--- src/rtl/mem_port_arbiter.sv ---
// Shares one enable/busy scratch-memory wrapper between a read-only fetch port (F)
// and a load/store port (D); D has priority, F is forced after a run of D grants.
module mem_port_arbiter #(
  parameter int unsigned STARVE_LIMIT = 4
) (
  input  logic        clk,
  input  logic        reset,
  input  logic        f_req,
  input  logic [13:0] f_addr,
  output logic        f_ack,
  output logic [31:0] f_rdata,
  input  logic        d_req,
  input  logic        d_we,
  input  logic [13:0] d_addr,
  input  logic [31:0] d_wdata,
  input  logic [3:0]  d_be,
  output logic        d_ack,
  output logic [31:0] d_rdata,
  output logic        m_enable,
  output logic [13:0] m_addr,
  output logic [31:0] m_data,
  output logic [3:0]  m_be,
  output logic        m_write,
  input  logic        m_busy,
  input  logic [31:0] m_rdata,
  output logic        grant
);

  localparam int unsigned CW = (STARVE_LIMIT < 32'd1) ? 32'd1 : $clog2(STARVE_LIMIT + 32'd1);
  localparam logic [CW-1:0] LIMIT = CW'(STARVE_LIMIT);

  typedef enum logic [2:0] {
    S_IDLE  = 3'd0,
    S_ISSUE = 3'd1,
    S_ARM   = 3'd2,
    S_RUN   = 3'd3,
    S_DONE  = 3'd4
  } state_t;

  state_t        state_r;
  logic [CW-1:0] starve_r;
  logic          we_r;
  logic          pick_d_s;

  // Winner selection: D unless F has waited through LIMIT consecutive D grants.
  always_comb begin
    pick_d_s = 1'b0;
    if (f_req && d_req) begin
      pick_d_s = (starve_r != LIMIT);
    end else begin
      pick_d_s = d_req;
    end
  end

  // Transaction sequencer; every output is a register written here.
  always_ff @(posedge clk) begin
    if (!reset) begin
      state_r  <= S_IDLE;
      starve_r <= {CW{1'b0}};
      we_r     <= 1'b0;
      f_ack    <= 1'b0;
      d_ack    <= 1'b0;
      f_rdata  <= 32'h0000_0000;
      d_rdata  <= 32'h0000_0000;
      m_enable <= 1'b0;
      m_addr   <= 14'h0000;
      m_data   <= 32'h0000_0000;
      m_be     <= 4'b0000;
      m_write  <= 1'b0;
      grant    <= 1'b0;
    end else begin
      f_ack    <= 1'b0;
      d_ack    <= 1'b0;
      m_enable <= 1'b0;
      m_write  <= 1'b0;
      case (state_r)
        S_IDLE: begin
          // The wrapper stays busy after its own reset; never start while it is.
          if (!m_busy && (f_req || d_req)) begin
            state_r  <= S_ISSUE;
            m_enable <= 1'b1;
            if (pick_d_s) begin
              grant   <= 1'b1;
              m_addr  <= d_addr;
              m_data  <= d_wdata;
              m_be    <= d_be;
              m_write <= d_we;
              we_r    <= d_we;
              if (!f_req) begin
                starve_r <= {CW{1'b0}};
              end else if (starve_r != LIMIT) begin
                starve_r <= starve_r + CW'(1'b1);
              end else begin
                starve_r <= starve_r;
              end
            end else begin
              grant    <= 1'b0;
              m_addr   <= f_addr;
              m_be     <= 4'b0000;
              we_r     <= 1'b0;
              starve_r <= {CW{1'b0}};
            end
          end
        end
        S_ISSUE: begin
          state_r <= S_ARM;
        end
        S_ARM: begin
          if (m_busy) begin
            state_r <= S_RUN;
          end
        end
        S_RUN: begin
          if (!m_busy) begin
            state_r <= S_DONE;
            if (grant) begin
              d_ack <= 1'b1;
              if (!we_r) begin
                d_rdata <= m_rdata;
              end
            end else begin
              f_ack   <= 1'b1;
              f_rdata <= m_rdata;
            end
          end
        end
        S_DONE: begin
          state_r <= S_IDLE;
        end
        default: begin
          state_r <= S_IDLE;
        end
      endcase
    end
  end

endmodule

--- config.mk ---
export PLATFORM = sky130hd
export DESIGN_NAME = mem_port_arbiter
export DESIGN_NICKNAME = d
export VERILOG_FILES = /design/src/rtl/mem_port_arbiter.sv
export SDC_FILE = /design/constraint.sdc
export NUM_CORES = 1
export LEC_CHECK = 0
export ABC_AREA = 1
export CAP_MARGIN = 15
export CORE_MARGIN = 4
export CORE_UTILIZATION = 45
export CTS_CLUSTER_SIZE = 16
export DETAILED_ROUTE_END_ITERATION = 16
export PLACE_DENSITY = 0.85
export SYNTH_ARGS = -nofsm -noshare
export SYNTH_HDL_FRONTEND = slang
export SYNTH_SLANG_ARGS = --single-unit
--- constraint.sdc ---
create_clock -name clk -period 2.91 [get_ports clk]
set_input_delay 0.291 -clock clk [delete_from_list [all_inputs] [get_ports clk]]
set_output_delay 0.291 -clock clk [all_outputs]
set_load 0.1 [all_outputs]
Word level (Yosys, flattened, before mapping):

Index checks and enable logic that the tools add are counted.

* register bits after elaboration: 126
* bits in latches: 0
* bits in writable memories: 0
* bits in read-only memories: 0
* output and inout bits: 119
* memories: 0

* add/subtract/negate cells: 1
* $mul: 0
* divide/modulo/power cells: 0
* $lt $le $gt $ge: 0
* eq/ne operators: 8
* shift operators: 0
* muxes and demuxes: 15
* bitwise gates (word level): 5
* reduce and logical (&&, ||, !) cells: 14

Operator list (number)
* 3-bit two-way mux: 6
* 3-bit AND reduction: 5
* 14-bit two-way mux: 1
* 3-bit one-hot mux with 4 select lines: 1
* 3-bit by 2-bit equality test with 1-bit output, second input constant: 2
* 1-bit two-way mux: 6
* 2-bit inequality test, second input constant: 3
* 1-bit NOT: 5
* 4-bit two-way mux: 1
* 2-bit AND reduction: 2
* 4-bit AND reduction: 1
* 3-bit by 1-bit adder with 3-bit output, second input constant: 1
* 3-bit by 1-bit equality test with 1-bit output, second input constant: 1
* 3-bit logical NOT: 1
* 3-bit by 2-bit inequality test with 1-bit output, second input constant: 1
* 3-bit inequality test, second input constant: 1
* 3-bit OR reduction: 1
* 1-bit logical AND: 2
* 1-bit logical NOT: 1
* 1-bit logical OR: 1

Logic depth before layout (Yosys ltp):

* word-level depth: 4
* gate-level depth with buffers: 10

Worst setup path after synthesis:

No wires, ideal clock.

* kind: register -> register
* start point: reg grant
* end point: reg f_rdata[25]
* arrival: 1.778 ns
* required time: 2.840 ns
* path slack: 1.062 ns
* cell stages (with the launch flop): 6
* buffers on the path: 1
* cells stage by stage: dfxtp_1 -> nor2_1 -> nand2_2 -> buf_2 -> nand2_1 -> a21oi_1

* longest elaborated chain between the ends: 2

RTL lines
* from (decl): RTL line 26 `output logic grant`
* from (signal assigned): RTL line 70 `grant <= 1'b0;`
* from (signal assigned): RTL line 83 `grant <= 1'b1;`
* from (signal assigned): RTL line 97 `grant <= 1'b0;`
* 1-bit NOT (no source line)
* 3-bit AND reduction (no source line)
* to (signal assigned): RTL line 123 `f_rdata <= m_rdata;`
* to (decl): RTL line 11 `output logic [31:0] f_rdata,`

Every way passes these cells.
A chain may end at the register's enable or synchronous reset.

Worst setup path in the final report:

* start point: reg state_r[1]
* end point: reg d_rdata[31]

* longest elaborated chain between the ends: 2

RTL lines
* from (decl): RTL line 40 `state_t state_r;`
* from (signal assigned): RTL line 58 `state_r <= S_IDLE;`
* from (signal assigned): RTL line 80 `state_r <= S_ISSUE;`
* from (signal assigned): RTL line 106 `state_r <= S_ARM;`
* 3-bit by 2-bit equality test with 1-bit output: RTL line 76 `case (state_r)`
* 4-bit AND reduction (no source line)
* to (signal assigned): RTL line 119 `d_rdata <= m_rdata;`
* to (decl): RTL line 18 `output logic [31:0] d_rdata,`

Every way passes these cells.

==> metrics.md <==
| Metric | Value |
|---|---|
| Switching Fraction | `34.2%` |
| Hold wc startpoint | `reset` |
| # setup viols final | `0` |
| Post-synthesis sequential area ratio | `between 40% and 50%` |
| Ports | `221` |
| Area Growth Syn to Fin | `50.4%` |
| Syn Inst Count | `about 680` |
| Finished Cell Area | `7640 sq um` |
| Slack of the worst reg-to-reg path | `940 ps` |
| Clock Latency Late Sink | `slightly above 400 ps` |
| Fin cells | `between 1000 and 1500` |
| Startpoint Class | `register` |
| Simple-gate area share of the yosys netlist | `~31%` |
| Initial antenna violation count | `0` |
| Kind of critical path | `reg -> reg` |
| Post-route ant nets | `0` |
| Mux contribution to synthesized area | `0%` |
| Crit-path max FO | `35` |
| Hold_ws | `between 200 and 300 ps` |
| First-pass GRT wire length | `24100 um` |
| Post-CTS Setup Inserts | `0` |
| Crit path time final | `a little under 2000 ps` |
| Comb power frac | `around a quarter` |
| Synth Area in Adders | `less than 1%` |
| Slew of the pin with the lowest slew margin | `between 600 and 700 ps` |
| Largest family of logic cells by synthesized area | `simple AND/OR/NAND/NOR gates` |
| Hold Buf Count CTS | `0` |
| # fillers | `between 800 and 900` |
| FF-to-FF End | `d_rdata[31]` |
| DP HPWL | `around 10000 um` |
| Internal power component | `about 3.7 mW` |
| First drt pass iteration count | `5` |
| Core area | `approximately 11000 sq um` |
| Syn avg cell area | `~7.5 sq um` |
| Worst hold path stage count | `3` |
| Placed cell count | `between 900 and 1000` |
| Clock power frac | `approximately two fifths` |
| Status | `complete, no violations` |
| Fmax | `around 0.5 GHz` |
| Number of DRC markers in iteration 0 | `around 420` |
| Final core occ | `a little over two thirds` |
| DP Worst Slack | `715 ps` |
| Vias in the first global route | `between 5000 and 6000` |
| # diodes | `0` |
| RSZ-0062 raised after global routing | `no` |
| I/O Buffers | `220` |
| Gp weighted congestion | `about 0.9` |
| Max Cap Viol | `0` |
| TritonCTS clock tree | `done` |
| Via count | `between 5000 and 6000` |
| Max Clock Skew | `about 11 ps` |
| Placed cell area | `7000 sq um` |
| Die Y | `114 um` |
| Compound-cell area share of the yosys netlist | `12.1%` |
| Final WL | `15000 um` |
| NetSw | `roughly 1.9 mW` |
| Worst Hold Class | `in -> reg` |
| Final setup TNS | `0 ps` |
| YS warnings | `0` |
| #FFs+latches synth | `roughly 130` |
| GRT Residual Overflow | `0` |
| Register-to-Register Path Depth | `4` |
| Largest net degree at the start of global routing | `about 100` |
| Clk slew on worst S/H paths | `~60 ps` |
| Die X | `approximately 110 um` |
| Clk root buf | `clkbuf_16` |
| GRT Util Overall | `approximately 23%` |
| Hold Vio Cnt, Final | `0` |
| Worst-case clock buffer depth | `2` |
| Die ar. | `13000 sq um` |
| Vias/cell | `5.20` |
| Syn_nets | `just under 800` |
| WP data required | `around 3300 ps` |
| Clock Sinks | `between 100 and 150` |
| H-tree depth | `4` |
| Hold Crit Endpoint | `m_data[12]` |
| Cell variety after synth | `25` |
| Arr. time, crit path | `approximately 2300 ps` |
| VDD IR max | `around 0.38 mV` |
| R2r startpoint | `state_r[1]` |
| Setup slack after layout | `roughly 940 ps` |
| Layout Nets | `977` |
| Per-cell routed wire length | `14.7 um` |
| Total CTS buffers | `17` |
| Slew Limit Headroom | `roughly 53%` |
| Cts repair resizes | `0` |
| Share of cells above drive strength 1 | `between 10% and 20%` |
| PD cells | `roughly 740 nW/um^2` |
| Sequential power share | `about 34%` |
| Overall power | `5.62 mW` |
| Row count | `38` |
| Post-Synth XOR/XNOR Area | `0%` |
| Post-Syn Area | `5080 sq um` |
| Pins Over Slew Limit | `0` |
| Post-route DRC | `0` |
| CP Capture Type | `register` |
| Part of the cycle the worst path needs | `67.7%` |
| Leak Pwr | `around 3.3 nW` |
| Initial Util | `46.4%` |
[cells in the mapped netlist (all sizes together)]
cell / count / area (sq um)
inv: 28 / 105
nor2: 119 / 464
buf: 32 / 170
clkinv: 1 / 3.75
ha: 2 / 25.0
nor3: 34 / 170
nand2: 115 / 434
o21ai: 49 / 249
nand3b: 32 / 240
nand3: 46 / 248
a31oi: 1 / 6.26
a21oi: 72 / 360
clkbuf: 19 / 71.3
and2: 1 / 6.26
dfxtp: 126 / 2520
[power groups by stage]
stage	Combinational, mW	Sequential, mW	Clock, mW
detailed placement	1.46	1.94	0
floorplan	0.383	2.62	0
global placement	1.44	1.93	0
finish	1.45	1.90	2.26
global route	1.54	1.91	2.39
CTS	1.46	1.90	2.29
[cells in the final DEF (no fill, tap or decap), types with 2 or more instances in the layout]
cell	netlist	final
dfxtp_1	126	126
buf_4	7	125
nor2_1	116	115
nand2_1	114	114
clkdlybuf4s50_1	0	100
a21oi_1	72	72
nand3_1	44	44
o21ai_0	35	35
nor3_1	34	34
nand3b_1	32	32
inv_1	24	24
clkbuf_16	0	17
o21ai_1	13	13
inv_2	4	4
bufinv_16	0	4
clkinv_2	0	3
clkinv_4	0	3
nor2_4	2	2
nor2_2	1	2
ha_1	2	2
inv_6	0	2
clkbuf_8	0	2
buf_12	0	2
[final cells by class]
| cell class | count | area (sq um) | share of cell area [%] |
|---|---|---|---|
| clock buffers | 19 | 453 | 5.93 |
| clock inverters | 13 | 186 | 2.44 |
| inverters | 29 | 109 | 1.43 |
| multi-input cells | 471 | 2210 | 28.9 |
| flip-flops and latches | 126 | 2520 | 33.0 |
| well taps | 140 | 175 | 2.29 |
| repair buffers | 228 | 1980 | 26.0 |
[state kept, by name, summed over array words and instances, names as in the netlist, 3 cells and up]
register / count
d_rdata: 32
f_rdata: 32
m_addr: 14
m_be: 4
m_data: 32
starve_r: 3
state_r: 3
[kinds of logic after synthesis]
| family | count (synthesis) |
|---|---|
| flops | 126 |
| fa+ha+maj | 2 |
| compound gates | 122 |
| buf+inv | 80 |
| simple gates | 347 |
[how the worst max path moves through the flow]
| stage | slack [ps] | startpoint | to | cells after the start |
|---|---|---|---|---|
| 2_1_floorplan | 1060 | grant | f_rdata[25] | 5 |
| 3_3_place_gp | 820 | f_req | m_data[4] | 8 |
| 3_5_place_dp | 710 | f_req | m_data[13] | 8 |
| 4_1_cts | 950 | starve_r[0] | m_data[13] | 9 |
| 5_1_grt | 720 | starve_r[0] | m_addr[5] | 10 |
| 6_report | 940 | state_r[1] | d_rdata[31] | 4 |
[per-layer routing]
layer  vias to the layer above  wire [um]  track usage [%]
met5                         -          0                0
met4                         0        391             9.34
met3                        32       1670             8.72
met2                       265       7010             37.1
met1                      2435       5970             27.5
li1                       2607          -                -
[worst max-delay path, stage by stage, from the launching register on]
cell and delay [ps]:
dfxtp_1 470, nand3_4 400, nor2_4 700, o21ai_0 210
nor2_1 110
Power figures use the tool's default switching activity.
==> edit: new RTL, same settings <==
Re-encode `state_t` (5 states) as one-hot, 5 bits wide.
--- a/src/rtl/mem_port_arbiter.sv
+++ b/src/rtl/mem_port_arbiter.sv
@@ -29,12 +29,12 @@
   localparam int unsigned CW = (STARVE_LIMIT < 32'd1) ? 32'd1 : $clog2(STARVE_LIMIT + 32'd1);
   localparam logic [CW-1:0] LIMIT = CW'(STARVE_LIMIT);
 
-  typedef enum logic [2:0] {
-    S_IDLE  = 3'd0,
-    S_ISSUE = 3'd1,
-    S_ARM   = 3'd2,
-    S_RUN   = 3'd3,
-    S_DONE  = 3'd4
+  typedef enum logic [4:0] {
+    S_IDLE  = 5'b00001,
+    S_ISSUE = 5'b00010,
+    S_ARM   = 5'b00100,
+    S_RUN   = 5'b01000,
+    S_DONE  = 5'b10000
   } state_t;
 
   state_t        state_r;
Check against the original RTL: no difference found for any inputs over 4 cycles, from zero or initial values and one cycle with reset low; so few cycles prove little.
==> edit against the unedited design <==
- total power is 1.4% higher
- cell area is 3.9% higher
- worst setup slack better by 280 ps
- synthesized area is 6.5% higher
- utilization is 1.2 points lower
- synthesized cell count is 14% higher
- wire length is 1.3% lower
- largest power group unchanged
- clock skew is 0.60 ps higher
- sequential cell count is 2 higher
- via count is 2.8% lower
- critical path depth is 4 higher
- critical path type unchanged
==> edit: results (changes against the unedited design) <==
[power_and_ir_drop]
leakage_nw=3.84  ; +17%
comb-power_mw=1.50  ; +3%
peakVddDrop_mv=0.506  ; +32%
sw_frac_of_total=0.337  ; -0.00483

[place]
hpwl_microns=10200  ; -2.1%
pre_cts_slack_ps=993  ; +278 ps
placed_area_sq_um=7300  ; +4.3%
finalWeightedCongestion=0.833  ; -7.1%

[cells_and_area]
multi_input_area_sq_um=2310  ; +4.5%
layoutNonFillerInstCount=1133  ; +10%
drive_gt1_frac=0.183  ; -0.0113
fillers=965  ; +11%

[critical_path]
cp_data_arrival_time_ps=1960  ; -350 ps
timing.rr.start=state_r[0]$_SDFFE_PN1P_
crit_path_top_delay_cell=buf_4
path_max_fanout=37  ; +5.7%
max_stage_delay_ps=370  ; -330 ps
r2r_cells=8  ; +4
rr_endpoint=we_r$_SDFFE_PN0P_
r2r_slack_ps=1220  ; +280 ps

[grt]
grt.total_usage=0.213  ; -0.0165
antenna_found_initial=0  ; unchanged
grt_pass1_vias=4876  ; -4.7%
grt_start_max_net_pins=65  ; -36%
grt_pass1_wl_microns=24000  ; -0.26%

[clock_tree]
htree_levels=4  ; unchanged

[timing]
relSlewSlack=0.583  ; +0.0480
hold_ws_ps=336  ; +36.7 ps
skew_ps=11.2  ; +0.604 ps

[hold_path]
hold_depth=2  ; -1
hold_end=state_r[0]$_SDFFE_PN1P_
hp-start=reset

[synthesis]
syn_nets=878  ; +12%
syn_avg_cell_area_sq_um=6.99  ; -6.8%
ys_seq_area_frac=0.474  ; -0.0230
yosys-top-cells-area=dfxtp_1, nor2_1, nand2_1, nand3b_1, inv_1
ys_top_cells_by_count=nor2_1, nand2_1, dfxtp_1
ys_types=27  ; +8.0%
synth_ff_type=dfxtp_1

[route]
drt_iter0_drc=376  ; -11%
via_count=5192  ; -2.8%
wl_microns=14800  ; -1.3%

[outcome]
status=completed

-- edit: changes by cell type in the layout (fill, tap and decap cells not counted), sizes merged, moves of 3 or more --
cell    change
a21oi      -63
nor3       -32
o21ai      -15
nand4       +3
clkbuf      +3
nand3      -33
inv        +47
nor2      +135
nand2      +59
-- edit: cells by family after synthesis --
kind of cell / count (synthesis) / synth area share
flip-flops: 128 / 0.474
AND/OR/NAND/NOR: 482 / 0.380
AO/OA/AOI/OAI: 43 / 0.0419
adder cells (fa/ha/maj): 2 / 0.00463
buffers and inverters: 119 / 0.0995
-- edit: worst max path at each step --
stage / startpoint / to / slack (ps) / depth (start not counted)
floorplan: grant$_SDFFE_PN0P_ / d_rdata[0]$_SDFFE_PN0P_ / 1070 / 6
global placement: f_req / m_data[8]$_SDFFE_PN0P_ / 1030 / 7
detailed placement: m_busy / m_data[17]$_SDFFE_PN0P_ / 990 / 8
CTS: starve_r[0]$_SDFFE_PN0P_ / m_data[16]$_SDFFE_PN0P_ / 1200 / 9
global route: starve_r[0]$_SDFFE_PN0P_ / m_data[16]$_SDFFE_PN0P_ / 1030 / 9
finish: state_r[0]$_SDFFE_PN1P_ / we_r$_SDFFE_PN0P_ / 1220 / 8
-- edit: per-layer routing --
layer	up-vias	track usage	share of wire	routed length, microns
met5	-	0	0	0
met4	0	0.101	0.030	441
met3	31	0.0778	0.073	1090
met2	179	0.342	0.47	6960
met1	2236	0.253	0.43	6350
li1	2746	-	-	-
-- edit: layout make-up --
cell class,count,area share
Sequential cell,128,0.323
Timing Repair Buffer,226,0.247
Tap cell,143,0.0225
Inverter,77,0.0364
Clock buffer,22,0.0610
Clock inverter,10,0.0197
Multi-Input combinational cell,527,0.291
